==> src/rtl/update_scheduler.sv <==
`timescale 1ns/1ps
// update_scheduler
//
// Owns the pixel_updater command port. After reset it issues the display
// initialisation command once. It then hands cell-redraw requests from game
// logic to pixel_updater one at a time, taking them from a small FIFO. It also
// runs a full-grid clear sweep over the 16x16 cell grid on request.
//
// Ports
//   clk, rst            clock; asynchronous active-high reset
//   req_valid/req_ready redraw request handshake (see below)
//   req_x, req_y        cell column/row of the request
//   req_obj             object code of the request
//   clear_req           single-cycle pulse: schedule a full-grid clear
//   cmd_done            single-cycle pulse: current pixel_updater command done
//   init_cycle          level, high while the init command is outstanding
//   en_update           level, high while a redraw command is outstanding
//   x, y, obj_code      command operands, stable while en_update is high
//   init_done           high once the init command has completed
//   busy                high in every state except IDLE
//   overflow            sticky: a request was offered while the FIFO was full
//   state_dbg           current FSM state: 0 INIT, 1 IDLE, 2 ISSUE, 3 CLEAR,
//                       4 CLR_WAIT
//
// Handshake: a request transfers on any rising edge where req_valid and
// req_ready are both high. req_ready is simply !full, so it does not depend on
// req_valid. An offer made while req_ready is low is dropped and sets
// overflow. There is no retry.

module update_scheduler #(
  parameter int         DEPTH      = 8,
  parameter logic [2:0] CLEAR_CODE = 3'd0
) (
  input  logic       clk,
  input  logic       rst,
  input  logic       req_valid,
  input  logic [3:0] req_x,
  input  logic [3:0] req_y,
  input  logic [2:0] req_obj,
  output logic       req_ready,
  input  logic       clear_req,
  input  logic       cmd_done,
  output logic       init_cycle,
  output logic       en_update,
  output logic [3:0] x,
  output logic [3:0] y,
  output logic [2:0] obj_code,
  output logic       init_done,
  output logic       busy,
  output logic       overflow,
  output logic [2:0] state_dbg
);

  localparam int AW = (DEPTH > 1) ? $clog2(DEPTH) : 1;
  localparam int CW = AW + 1;

  typedef enum logic [2:0] {
    ST_INIT     = 3'd0,
    ST_IDLE     = 3'd1,
    ST_ISSUE    = 3'd2,
    ST_CLEAR    = 3'd3,
    ST_CLR_WAIT = 3'd4
  } state_t;

  state_t         state_q, state_d;
  logic           init_cycle_q, init_cycle_d;
  logic           en_update_q, en_update_d;
  logic [3:0]     x_q, x_d;
  logic [3:0]     y_q, y_d;
  logic [2:0]     obj_q, obj_d;
  logic           init_done_q, init_done_d;
  logic           busy_q, busy_d;
  logic           overflow_q, overflow_d;
  logic           clr_pend_q, clr_pend_d;
  logic [AW-1:0]  wr_ptr_q, wr_ptr_d;
  logic [AW-1:0]  rd_ptr_q, rd_ptr_d;
  logic [CW-1:0]  count_q, count_d;
  logic [10:0]    mem_q [DEPTH];

  logic           full;
  logic           push;
  logic           pop;
  logic           flush;
  logic [10:0]    head;

  assign full = (count_q == CW'(DEPTH));
  assign push = req_valid && !full;
  assign head = mem_q[rd_ptr_q];

  always_comb begin
    state_d      = state_q;
    init_cycle_d = init_cycle_q;
    en_update_d  = en_update_q;
    x_d          = x_q;
    y_d          = y_q;
    obj_d        = obj_q;
    init_done_d  = init_done_q;
    overflow_d   = overflow_q | (req_valid && full);
    clr_pend_d   = clr_pend_q;
    pop          = 1'b0;
    flush        = 1'b0;

    // A clear pulse during a sweep is ignored; otherwise it just latches.
    if (clear_req && state_q != ST_CLEAR && state_q != ST_CLR_WAIT) begin
      clr_pend_d = 1'b1;
    end

    case (state_q)
      ST_INIT: begin
        init_cycle_d = 1'b1;
        if (cmd_done) begin
          init_cycle_d = 1'b0;
          init_done_d  = 1'b1;
          state_d      = ST_IDLE;
        end
      end
      ST_IDLE: begin
        if (clr_pend_q) begin
          // The sweep supersedes everything queued before it started.
          clr_pend_d  = 1'b0;
          flush       = 1'b1;
          x_d         = 4'd0;
          y_d         = 4'd0;
          obj_d       = CLEAR_CODE;
          en_update_d = 1'b1;
          state_d     = ST_CLR_WAIT;
        end else if (count_q != '0) begin
          x_d         = head[10:7];
          y_d         = head[6:3];
          obj_d       = head[2:0];
          en_update_d = 1'b1;
          state_d     = ST_ISSUE;
        end
      end
      ST_ISSUE: begin
        // The head stays in the FIFO until pixel_updater has finished with it.
        if (cmd_done) begin
          pop         = 1'b1;
          en_update_d = 1'b0;
          state_d     = ST_IDLE;
        end
      end
      ST_CLR_WAIT: begin
        if (cmd_done) begin
          en_update_d = 1'b0;
          if (x_q == 4'd15 && y_q == 4'd15) begin
            state_d = ST_IDLE;
          end else begin
            x_d = x_q + 4'd1;
            if (x_q == 4'd15) begin
              y_d = y_q + 4'd1;
            end
            state_d = ST_CLEAR;
          end
        end
      end
      ST_CLEAR: begin
        en_update_d = 1'b1;
        state_d     = ST_CLR_WAIT;
      end
      default: begin
        state_d = ST_INIT;
      end
    endcase

    busy_d = (state_d != ST_IDLE);

    // FIFO bookkeeping. A flush drops only entries already stored; a push
    // on the same edge lands at the new read pointer and survives.
    wr_ptr_d = wr_ptr_q;
    rd_ptr_d = rd_ptr_q;
    count_d  = count_q;
    if (flush) begin
      rd_ptr_d = wr_ptr_q;
      count_d  = '0;
    end else if (pop) begin
      rd_ptr_d = rd_ptr_q + AW'(1);
      count_d  = count_q - CW'(1);
    end
    if (push) begin
      wr_ptr_d = wr_ptr_q + AW'(1);
      count_d  = count_d + CW'(1);
    end
  end

  always_ff @(posedge clk or posedge rst) begin
    if (rst) begin
      state_q      <= ST_INIT;
      init_cycle_q <= 1'b0;
      en_update_q  <= 1'b0;
      x_q          <= 4'd0;
      y_q          <= 4'd0;
      obj_q        <= 3'd0;
      init_done_q  <= 1'b0;
      busy_q       <= 1'b0;
      overflow_q   <= 1'b0;
      clr_pend_q   <= 1'b0;
      wr_ptr_q     <= '0;
      rd_ptr_q     <= '0;
      count_q      <= '0;
    end else begin
      state_q      <= state_d;
      init_cycle_q <= init_cycle_d;
      en_update_q  <= en_update_d;
      x_q          <= x_d;
      y_q          <= y_d;
      obj_q        <= obj_d;
      init_done_q  <= init_done_d;
      busy_q       <= busy_d;
      overflow_q   <= overflow_d;
      clr_pend_q   <= clr_pend_d;
      wr_ptr_q     <= wr_ptr_d;
      rd_ptr_q     <= rd_ptr_d;
      count_q      <= count_d;
    end
  end

  // Storage needs no reset: the count and pointers define which entries are live.
  always_ff @(posedge clk) begin
    if (push) begin
      mem_q[wr_ptr_q] <= {req_x, req_y, req_obj};
    end
  end

  assign req_ready  = !full;
  assign init_cycle = init_cycle_q;
  assign en_update  = en_update_q;
  assign x          = x_q;
  assign y          = y_q;
  assign obj_code   = obj_q;
  assign init_done  = init_done_q;
  assign busy       = busy_q;
  assign overflow   = overflow_q;
  assign state_dbg  = state_q;

endmodule

==> config.mk <==
export PLATFORM = sky130hd
export DESIGN_NAME = update_scheduler
export DESIGN_NICKNAME = d
export VERILOG_FILES = /design/src/rtl/update_scheduler.sv
export SDC_FILE = /design/constraint.sdc
export NUM_CORES = 1
export LEC_CHECK = 0
export ABC_CLOCK_PERIOD_IN_PS = 2920
export BUFFER_PORTS_ARGS = -buffer_cell sky130_fd_sc_hd__buf_2
export CAP_MARGIN = 20
export CORE_UTILIZATION = 50
export CTS_BUF_LIST = sky130_fd_sc_hd__clkbuf_4
export CTS_CLUSTER_SIZE = 28
export DETAILED_ROUTE_END_ITERATION = 7
export GPL_TIMING_DRIVEN = 0
export HOLD_SLACK_MARGIN = 0.12
export PLACE_DENSITY = 0.68
export SYNTH_ARGS = -nofsm -noshare
export SYNTH_HDL_FRONTEND = slang
export SYNTH_SLANG_ARGS = --single-unit
==> constraint.sdc <==
create_clock -name clk -period 2.92 [get_ports clk]
set_input_delay 0.292 -clock clk [delete_from_list [all_inputs] [get_ports clk]]
set_output_delay 0.292 -clock clk [all_outputs]
set_load 0.01 [all_outputs]
==> results of run 1 <==
-- worst paths after layout --
check / end / cells after the start / slack [ps] / from
min in group asynchronous: count_q[2] / 3 / 330 / rst
hold reg to reg: overflow / 1 / 480 / overflow
setup reg to reg: mem_q[0][4] / 6 / 310 / count_q[0]
hold / removal: x[0] / 3 / 250 / cmd_done
max in group asynchronous: x[0] / 4 / 2090 / rst
setup / recovery: mem_q[0][4] / 6 / 310 / count_q[0]
-- layer usage --
metal  global-route usage  part of all wire  up-vias
li1                     -                 -     1413
met1                0.277              0.44     1490
met2                0.337              0.49       95
met3               0.0495             0.055       13
met4               0.0878             0.016        0
met5                    0                 0        -
-- registers in the layout (all words and copies together), names as in the netlist --
signal      flops
busy            1
clr_pend_q      1
count_q         4
en_update       1
init_cycle      1
init_done       1
mem_q          88
obj_code        3
overflow        1
rd_ptr_q        3
state_dbg       3
wr_ptr_q        3
x               4
y               4
-- placed cells by master (no fill, tap or decap), types with 5 or more instances in the layout --
master and count:
dlygate4sd3_1 14, a21oi_1 5, inv_1 11, inv_6 5, mux2i_1 11, o21ai_0 9
dfrtp_1 30, buf_6 12, edfxtp_1 88, mux4_2 15, xnor2_1 5, buf_2 41
nand3_1 8, nor3_1 6, nor3_2 5, nand2_1 27, clkbuf_4 18, nor2_1 15
buf_4 5, ha_1 7
-- power groups by stage --
stage,Clock [mW],Combinational (mW),Sequential [mW]
2_1_floorplan,0,1.29,2.40
3_3_place_gp,0,1.80,2.39
3_5_place_dp,0,1.90,2.41
4_1_cts,1.35,1.92,2.37
5_1_grt,1.42,2.09,2.41
6_report,1.33,1.90,2.37
-- stage by stage --
stage	TNS (ps)	hold WS [ps]	instance area, um^2	power, mW
2_1_floorplan	0	383	5080	3.68
5_1_grt	0	269	6020	5.91
3_3_place_gp	-21280	440	5420	4.20
6_report	0	249	6020	5.60
4_1_cts	0	238	6020	5.64
3_5_place_dp	0	365	5560	4.31
-- what timing repair did --
| item | CTS | global route |
|---|---|---|
| hold buffers | 14 | 0 |
| hold endpoints to repair | 100 | 0 |
| gates resized for setup | 0 | 0 |
-- critical path: stages, from the launching register on --
cell and delay [ps]:
dfrtp_1 440, inv_1 80, ha_1 240, nand3_1 120, nand2_1 280, nor4_2 820, buf_4 320
-- area by class of cell --
class                           instances  area (um^2)
Buffer                                 17          124
Multi-Input combinational cell        176         1550
Clock buffer                           18          135
Clock inverter                         14          190
Timing Repair Buffer                   58          429
Sequential cell                       118         3390
Inverter                               11         41.3
Tap cell                              133          166
Fill cell                             758         3790
-- kinds of logic (layout without fill, tap and decap cells) --
logic type | count (synthesis) | in the layout
muxes | 31 | 31
xor gates and xnor gates | 8 | 8
and+or+nand+nor | 87 | 87
adders and majority gates | 7 | 7
DFF | 118 | 118
AOI/OAI and AO/OA | 43 | 43
buffers and inverters | 28 | 118
==> results.py, run 1 <==
metrics = {
    "status": {
        "status": "completed",
    },
    "logic_synthesis": {
        "synthMuxAreaShare": 0.111,
        "syn-num-nets": 345,
        "synth_compound_area_frac": 0.0611,
        "synth_cell_types": 59,
        "ys.flop_type": "edfxtp_1",
        "ys_seq_elements": 118,
        "synthMostInstantiatedCell": "edfxtp_1",
        "netlist_top_cells_count": "88 x edfxtp_1, 30 x dfrtp_1, 27 x nand2_1",
        "synth_area_per_cell_um2": 15.8,
        "ys_warn_count": 0,
        "synthSimpleGateAreaFrac": 0.0959,
        "syn-instance-count": 322,
        "ys_async_sr_fraction": 0.254,
        "synth_area_mm2": 0.00508,
        "synth.largest_area_cell": "edfxtp_1",
        "synth-xor-area-share": 0.0138,
        "ys_seq_area_frac": 0.668,
        "ys_top_cells_by_area": "edfxtp_1 52%, dfrtp_1 15%, mux4_2 6.7%",
        "synth_edf_count": 88,
        "synth_top_area_frac": 0.520,
        "synth_fa_ha_area_frac": 0.0172,
        "synth_top_family_by_area": "multiplexers",
    },
    "setup_path": {
        "end_kind": "flop",
        "startpoint_type": "flop",
        "worstSetupPathType": "reg -> reg",
        "cp_max_fo": 9,
        "arrival_ps": 2830,
        "critical_path_required_ps": 3150,
    },
    "floorplan": {
        "core-area_mm2": 0.00982,
        "die_area_mm2": 0.0106,
        "pin_count": 36,
        "rows": 36,
        "dieHeight_um": 103,
        "start_util": 0.517,
        "dieWidth_um": 103,
    },
    "global_route": {
        "first_global_vias": 2898,
        "grt_max_degree": 21,
        "antenna_found_initial": 0,
        "grt_pass1_wl_um": 15600,
        "grt_remaining_overflow": 0,
        "grt_usage": 0.210,
    },
    "power_and_ir_drop": {
        "p_comb_frac": 0.339,
        "p_leak_nw": 2.25,
        "clockPowerShare": 0.238,
        "power_density_mw_per_mm2": 930,
        "seqPwrFrac": 0.423,
        "swShare": 0.348,
        "ir_worst_vdd_mv": 0.587,
        "p_switching_mw": 1.95,
        "p_int_mw": 3.65,
    },
    "cells_and_area": {
        "n_antenna_cell": 0,
        "drive_gt1_frac": 0.299,
        "area_delta_synth_final_pct": 18.7,
        "utilization": 0.614,
        "instances_no_fill": 545,
        "nets": 422,
    },
    "sta": {
        "worst_clock_skew_ps": 19.4,
        "fin_ws_ps": 315,
        "period_needed_ps": 2610,
        "layout_worst_path_cycle_share": 0.892,
        "rsz0062_at_grt": "no",
        "slew_headroom": 0.346,
        "tightest_slew_ps": 973,
        "setup_viol": 0,
        "maxSlewViolCount": 0,
        "hold_viol": 0,
        "fmax_mhz": 384,
    },
    "place": {
        "place_inst": 499,
        "dp_slack_ps": 332,
        "dpl.hpwl_um": 7160,
        "gp_congestion": 0.753,
        "io_buffers": 35,
    },
    "route": {
        "via_count": 3011,
        "ant_nets": 0,
        "avgViaCountPerCell": 5.52,
        "wl_per_cell_um": 18.9,
        "drtPass1Iterations": 4,
        "finalWirelength_um": 10300,
        "drtIter0Drc": 141,
        "drcViolationCount": 0,
    },
    "clocking": {
        "cts_tree": "built",
        "post_cts_buffers": 0,
        "cts-buffers-inserted": 17,
        "cts.clk_slew.worst_paths_ps": 120,
        "htree_levels": 4,
        "insertion_delay_ps": 520,
        "root_buffer": "clkbuf_4",
        "clkSinkCount": 118,
        "clockBufferDepth": 2,
    },
    "run": {
        "max-cap-violations": 0,
    },
    "hold_path": {
        "min_path_type": "in -> reg",
    },
}
No activity file was read; power rests on OpenSTA's default activity.
==> run 2: changes to the inputs <==
- CORE_UTILIZATION: 50 -> 34
- PLACE_DENSITY: 0.68 -> unset
==> run 2 against run 1 <==
- critical path depth is the same
- critical path type unchanged
- largest power group unchanged
- first-iteration DRC count increased by 43%
- clock-buffer cell count is 1 higher
- fmax up 8.4%
- clock power fell by 8%
- combinational power about the same
- clock skew shrank 2.3 ps
- sequential cell count unchanged
- critical endpoint is now mem_q[6][9]
==> results.py, run 2 (synthesized netlist as in run 1, its figures left out) <==
metrics = {
    "clocking": {
        "cts.clk_slew.worst_paths_ps": 120,
        "htree_levels": 4,
        "clockBufferDepth": 2,
        "root_buffer": "clkbuf_4",
        "cts_tree": "built",
        "clkSinkCount": 118,
        "cts-buffers-inserted": 17,
        "insertion_delay_ps": 520,
        "post_cts_buffers": 0,
    },
    "cells_and_area": {
        "design_area_mm2": 0.00606,
        "final_cell_mix": "88 x edfxtp_1, 41 x buf_2, 30 x dfrtp_1",
        "nets": 423,
        "fillers": 1349,
        "regMostFlops": "mem_q",
        "largest_register_ffs": 88,
        "regArea_mm2": 0.00339,
        "layout_commonest_cell": "edfxtp_1",
        "utilization": 0.417,
        "multi_input_area_mm2": 0.00155,
        "instances_no_fill": 598,
        "drive_gt1_frac": 0.295,
        "area_delta_synth_final_pct": 19.4,
    },
    "place": {
        "dpl.hpwl_um": 7670,
        "placed_area_mm2": 0.00562,
        "dp_slack_ps": 475,
        "io_buffers": 35,
        "place_inst": 551,
        "gp_congestion": 0.787,
    },
    "setup_path": {
        "crit_chain": "inv_1 > ha_1 > nand3_1 > nand2_1 > nor3_2 > buf_6",
        "cp_max_fo": 9,
        "r2r_cells": 6,
        "crit_path_max_incr_delay_ps": 680,
        "r2r_start": "count_q[0]",
        "worstSetupPathType": "reg -> reg",
        "cp_num_buf_inv": 2,
        "r2r-end": "mem_q[6][9]",
        "critical_path_required_ps": 3150,
        "rrSetupSlack_ps": 520,
        "arrival_ps": 2630,
        "cp_slowest_cell": "nor3_2",
        "startpoint_type": "flop",
        "path_delay_family": "simple AND/OR/NAND/NOR gates",
        "end_kind": "flop",
    },
    "floorplan": {
        "rows": 44,
        "dieHeight_um": 124,
        "die_area_mm2": 0.0154,
        "pin_count": 36,
        "start_util": 0.349,
        "dieWidth_um": 124,
        "core-area_mm2": 0.0145,
    },
    "sta": {
        "layout_worst_path_cycle_share": 0.823,
        "period_needed_ps": 2400,
        "fin_ws_ps": 516,
        "worst_clock_skew_ps": 17.2,
        "tightest_slew_ps": 696,
        "fmax_mhz": 416,
        "hold_viol": 0,
        "maxSlewViolCount": 0,
        "slew_headroom": 0.533,
        "setup_viol": 0,
        "rsz0062_at_grt": "no",
    },
    "global_route": {
        "grt_usage": 0.154,
        "grt_max_degree": 21,
        "met3_usage": 0.0513,
        "antenna_found_initial": 1,
        "met1_usage": 0.199,
        "busiest_layer": "met2",
        "grt_remaining_overflow": 0,
        "grt_pass1_wl_um": 17800,
        "met2_usage": 0.238,
        "first_global_vias": 3171,
    },
    "hold_path": {
        "holdPathEnd": "x[0]",
        "min_path_type": "in -> reg",
        "worst_hold_startpoint": "cmd_done",
        "hold-path-cell-count": 3,
    },
    "route": {
        "finalWirelength_um": 10900,
        "drcViolationCount": 0,
        "via_count": 3047,
        "wl_per_cell_um": 18.2,
        "drtIter0Drc": 202,
        "drtPass1Iterations": 4,
        "avgViaCountPerCell": 5.10,
        "ant_nets": 0,
    },
    "status": {
        "status": "completed",
    },
    "power_and_ir_drop": {
        "ir_worst_vdd_mv": 0.298,
        "p_leak_nw": 2.23,
        "power_density_mw_per_mm2": 910,
        "power.total_mw": 5.52,
    },
    "run": {
        "max-cap-violations": 0,
    },
}
run 2: changes by cell type in the layout (fill, tap and decap cells not counted), sizes merged:
| cell | delta |
|---|---|
| diode | +1 |
| clkinvlp | +3 |
| clkbuf | +1 |
| buf | +1 |
| inv | -5 |
| clkinv | +1 |
run 2: worst max-delay path by stage:
stage	startpoint	end	slack [ps]	depth (start not counted)
after global routing	count_q[0]	mem_q[2][9]	350	6
after CTS	count_q[0]	mem_q[6][9]	450	6
after detailed placement	count_q[0]	mem_q[6][1]	470	6
after floorplan	count_q[0]	mem_q[0][0]	320	5
after global placement	count_q[0]	mem_q[0][1]	-980	5
final	count_q[0]	mem_q[6][9]	520	6
run 2: power breakdown:
| part | internal [mW] | total (mW) | switching (mW) |
|---|---|---|---|
| clock network | 0.608 | 1.22 | 0.615 |
| registers | 2.16 | 2.37 | 0.216 |
| logic | 0.863 | 1.92 | 1.06 |
run 2: tightest hold or removal path, delay by kind of cell:
family,cells,cell delay [ps]
AOI/OAI and AO/OA,2,290
buffers and inverters,1,140
run 2: repair_timing:
item	4_1_cts	5_1_grt
endpoints found under the hold margin	100	0
hold buffers	14	0
gates resized for setup	0	0
run 2: cell type report:
class / count / share of cell area
antenna: 1 / 0.000413
buffer: 17 / 0.0204
clock buffer: 19 / 0.0235
clock inverter: 13 / 0.0256
inverter: 11 / 0.00681
multi-input combinational: 176 / 0.255
sequential: 118 / 0.560
tap: 184 / 0.0380
timing repair buffer: 59 / 0.0708
run 2: routing by layer:
metal  wire [um]  vias up  share of wire
li1            -     1415              -
met1        5000     1552           0.46
met2        5260       70           0.48
met3         470       10          0.043
met4         165        0          0.015
met5           0        -              0
run 2: per-stage QoR:
step | setup TNS [ps] | hold slack, ps
5_1_grt | 0 | 213
2_1_floorplan | 0 | 383
3_5_place_dp | 0 | 374
3_3_place_gp | -25920 | 442
6_report | 0 | 245
4_1_cts | 0 | 199
==> run 3: changes to the inputs <==
- ABC_CLOCK_PERIOD_IN_PS: 2920 -> 2450
- clock period: 2.92 -> 2.45 ns (I/O delays scaled with it)
==> run 3 against run 2 <==
- clock power increased by 27%
- core utilization increased by 0.38 points
- routed wire length down 3.9%
- critical path depth did not move
- combinational power grew 21%
- setup slack got worse by 400 ps
- sequential power up 19%
- worst hold slack got worse by 37 ps
- design area is 0.91% higher
- final cell count shrank 0.33%
- largest cell class unchanged
- highest routed layer unchanged
==> results.py, run 3 (synthesized netlist as in run 1, its figures left out) <==
metrics = {
    "floorplan": {
        "dieWidth_um": 124,
        "start_util": 0.349,
        "die_area_mm2": 0.0154,
        "dieHeight_um": 124,
        "core-area_mm2": 0.0145,
        "rows": 44,
        "pin_count": 36,
    },
    "place": {
        "place_inst": 550,
        "dpl.hpwl_um": 7220,
        "gp_congestion": 0.786,
        "placed_area_mm2": 0.00563,
        "io_buffers": 35,
    },
    "route": {
        "wl_per_cell_um": 17.5,
        "avgViaCountPerCell": 5.01,
        "drtPass1Iterations": 4,
        "drcViolationCount": 0,
        "via_count": 2987,
        "ant_nets": 0,
        "finalWirelength_um": 10500,
        "drtIter0Drc": 248,
    },
    "setup_path": {
        "crit_path_max_incr_delay_ps": 560,
        "end_kind": "flop",
        "crit_chain": "inv_1 > ha_1 > nand3_1 > nand2_1 > nor4_4 > buf_6",
        "arrival_ps": 2570,
        "startpoint_type": "flop",
        "worstSetupPathType": "reg -> reg",
        "cp_slowest_cell": "nor4_4",
        "critical_path_required_ps": 2690,
        "r2r_cells": 6,
        "cp_max_fo": 9,
    },
    "sta": {
        "setup_viol": 0,
        "fmax_mhz": 428,
        "tightest_slew_ps": 683,
        "layout_worst_path_cycle_share": 0.953,
        "rsz0062_at_grt": "yes",
        "slew_headroom": 0.544,
        "hold_viol": 0,
        "hold_ws_ps": 209,
        "maxSlewViolCount": 0,
        "worst_clock_skew_ps": 19.5,
        "period_needed_ps": 2330,
    },
    "cells_and_area": {
        "drive_gt1_frac": 0.301,
        "regMostFlops": "mem_q",
        "instances_no_fill": 596,
        "largest_register_ffs": 88,
        "n_antenna_cell": 0,
        "layout_commonest_cell": "edfxtp_1",
        "fillers": 1330,
        "design_area_mm2": 0.00612,
        "final_cell_mix": "88 x edfxtp_1, 41 x buf_2, 30 x dfrtp_1",
        "nets": 422,
        "area_delta_synth_final_pct": 20.5,
    },
    "clocking": {
        "cts.clk_slew.worst_paths_ps": 100,
        "cts_tree": "built",
        "htree_levels": 4,
        "root_buffer": "clkbuf_4",
        "clkSinkCount": 118,
        "insertion_delay_ps": 530,
        "cts-buffers-inserted": 17,
        "clockBufferDepth": 2,
    },
    "run": {
        "max-cap-violations": 0,
    },
    "global_route": {
        "antenna_found_initial": 0,
        "grt_pass1_wl_um": 17100,
        "grt_max_degree": 17,
        "grt_usage": 0.147,
        "grt_remaining_overflow": 0,
        "first_global_vias": 3070,
    },
    "power_and_ir_drop": {
        "swShare": 0.340,
        "p_comb_frac": 0.346,
        "p_int_mw": 4.42,
        "ir_worst_vdd_mv": 0.354,
        "power_density_mw_per_mm2": 1090,
        "seqPwrFrac": 0.423,
        "p_switching_mw": 2.28,
        "p_leak_nw": 2.25,
        "power.total_mw": 6.70,
        "clockPowerShare": 0.231,
    },
    "hold_path": {
        "hold-path-cell-count": 3,
        "min_path_type": "in -> reg",
    },
    "status": {
        "status": "completed",
    },
}
run 3: cell types whose count changed in the layout (fill, tap and decap cells not counted), moves of 2 or more:
cell / delta
nor2_2: +3
nor2_1: -3
nor3_4: +4
buf_4: -2
nor3_2: -4
run 3: what timing repair did:
action | 4_1_cts | 5_1_grt
setup buffers | 0 | 0
hold buffers | 14 | 0
endpoints found under the setup margin | 12 | 26
resized for setup | 0 | 7
gates cloned | 0 | 0
hold endpoints to repair | 104 | 0
run 3: final timing paths:
| kind | startpoint | end | slack [ps] |
|---|---|---|---|
| max | count_q[0] | mem_q[0][1] | 120 |
| min | cmd_done | x[0] | 210 |
| max reg2reg | count_q[0] | mem_q[0][1] | 120 |
| min reg2reg | init_done | init_done | 460 |
| max in group asynchronous | rst | state_dbg[1] | 1570 |
| min in group asynchronous | rst | y[1] | 360 |
run 3: power by group through the flow:
stage / Sequential [mW] / Clock [mW] / Combinational [mW]
after floorplan: 2.86 / 0 / 1.54
after global placement: 2.86 / 0 / 2.16
after detailed placement: 2.87 / 0 / 2.27
after CTS: 2.83 / 1.59 / 2.30
after global routing: 2.89 / 1.66 / 2.55
final: 2.83 / 1.55 / 2.32
run 3: worst max-delay path: cells and delay by family (launching register included):
family / cells / cell delay [ps]
adder cells (fa/ha/maj): 1 / 240
buffers and inverters: 2 / 330
AND/OR/NAND/NOR: 3 / 1050
flip-flops: 1 / 440
run 3: final cells by class:
cell class | instances | area (um^2) | share of cell area
sequential | 118 | 3390 | 0.555
multi-input combinational | 176 | 1590 | 0.259
buffer | 17 | 124 | 0.0202
tap | 184 | 230 | 0.0376
clock inverter | 14 | 183 | 0.0299
inverter | 11 | 41.3 | 0.00675
timing repair buffer | 58 | 425 | 0.0695
clock buffer | 18 | 135 | 0.0221
run 3: metal layers:
metal	GRT usage	part of all wire	vias to the layer above
li1	-	-	1410
met1	0.202	0.48	1489
met2	0.220	0.46	76
met3	0.0427	0.043	12
met4	0.0539	0.013	0
met5	0	0	-
run 3: per-stage QoR:
step,TNS [ps],setup WS (ps),util
after floorplan,0,88.7,-
after global placement,-47610,-850,0.378
after detailed placement,0,16.1,0.387
after CTS,-140,-18.7,0.419
after global routing,-217,-31.9,0.421
final,0,116,0.421
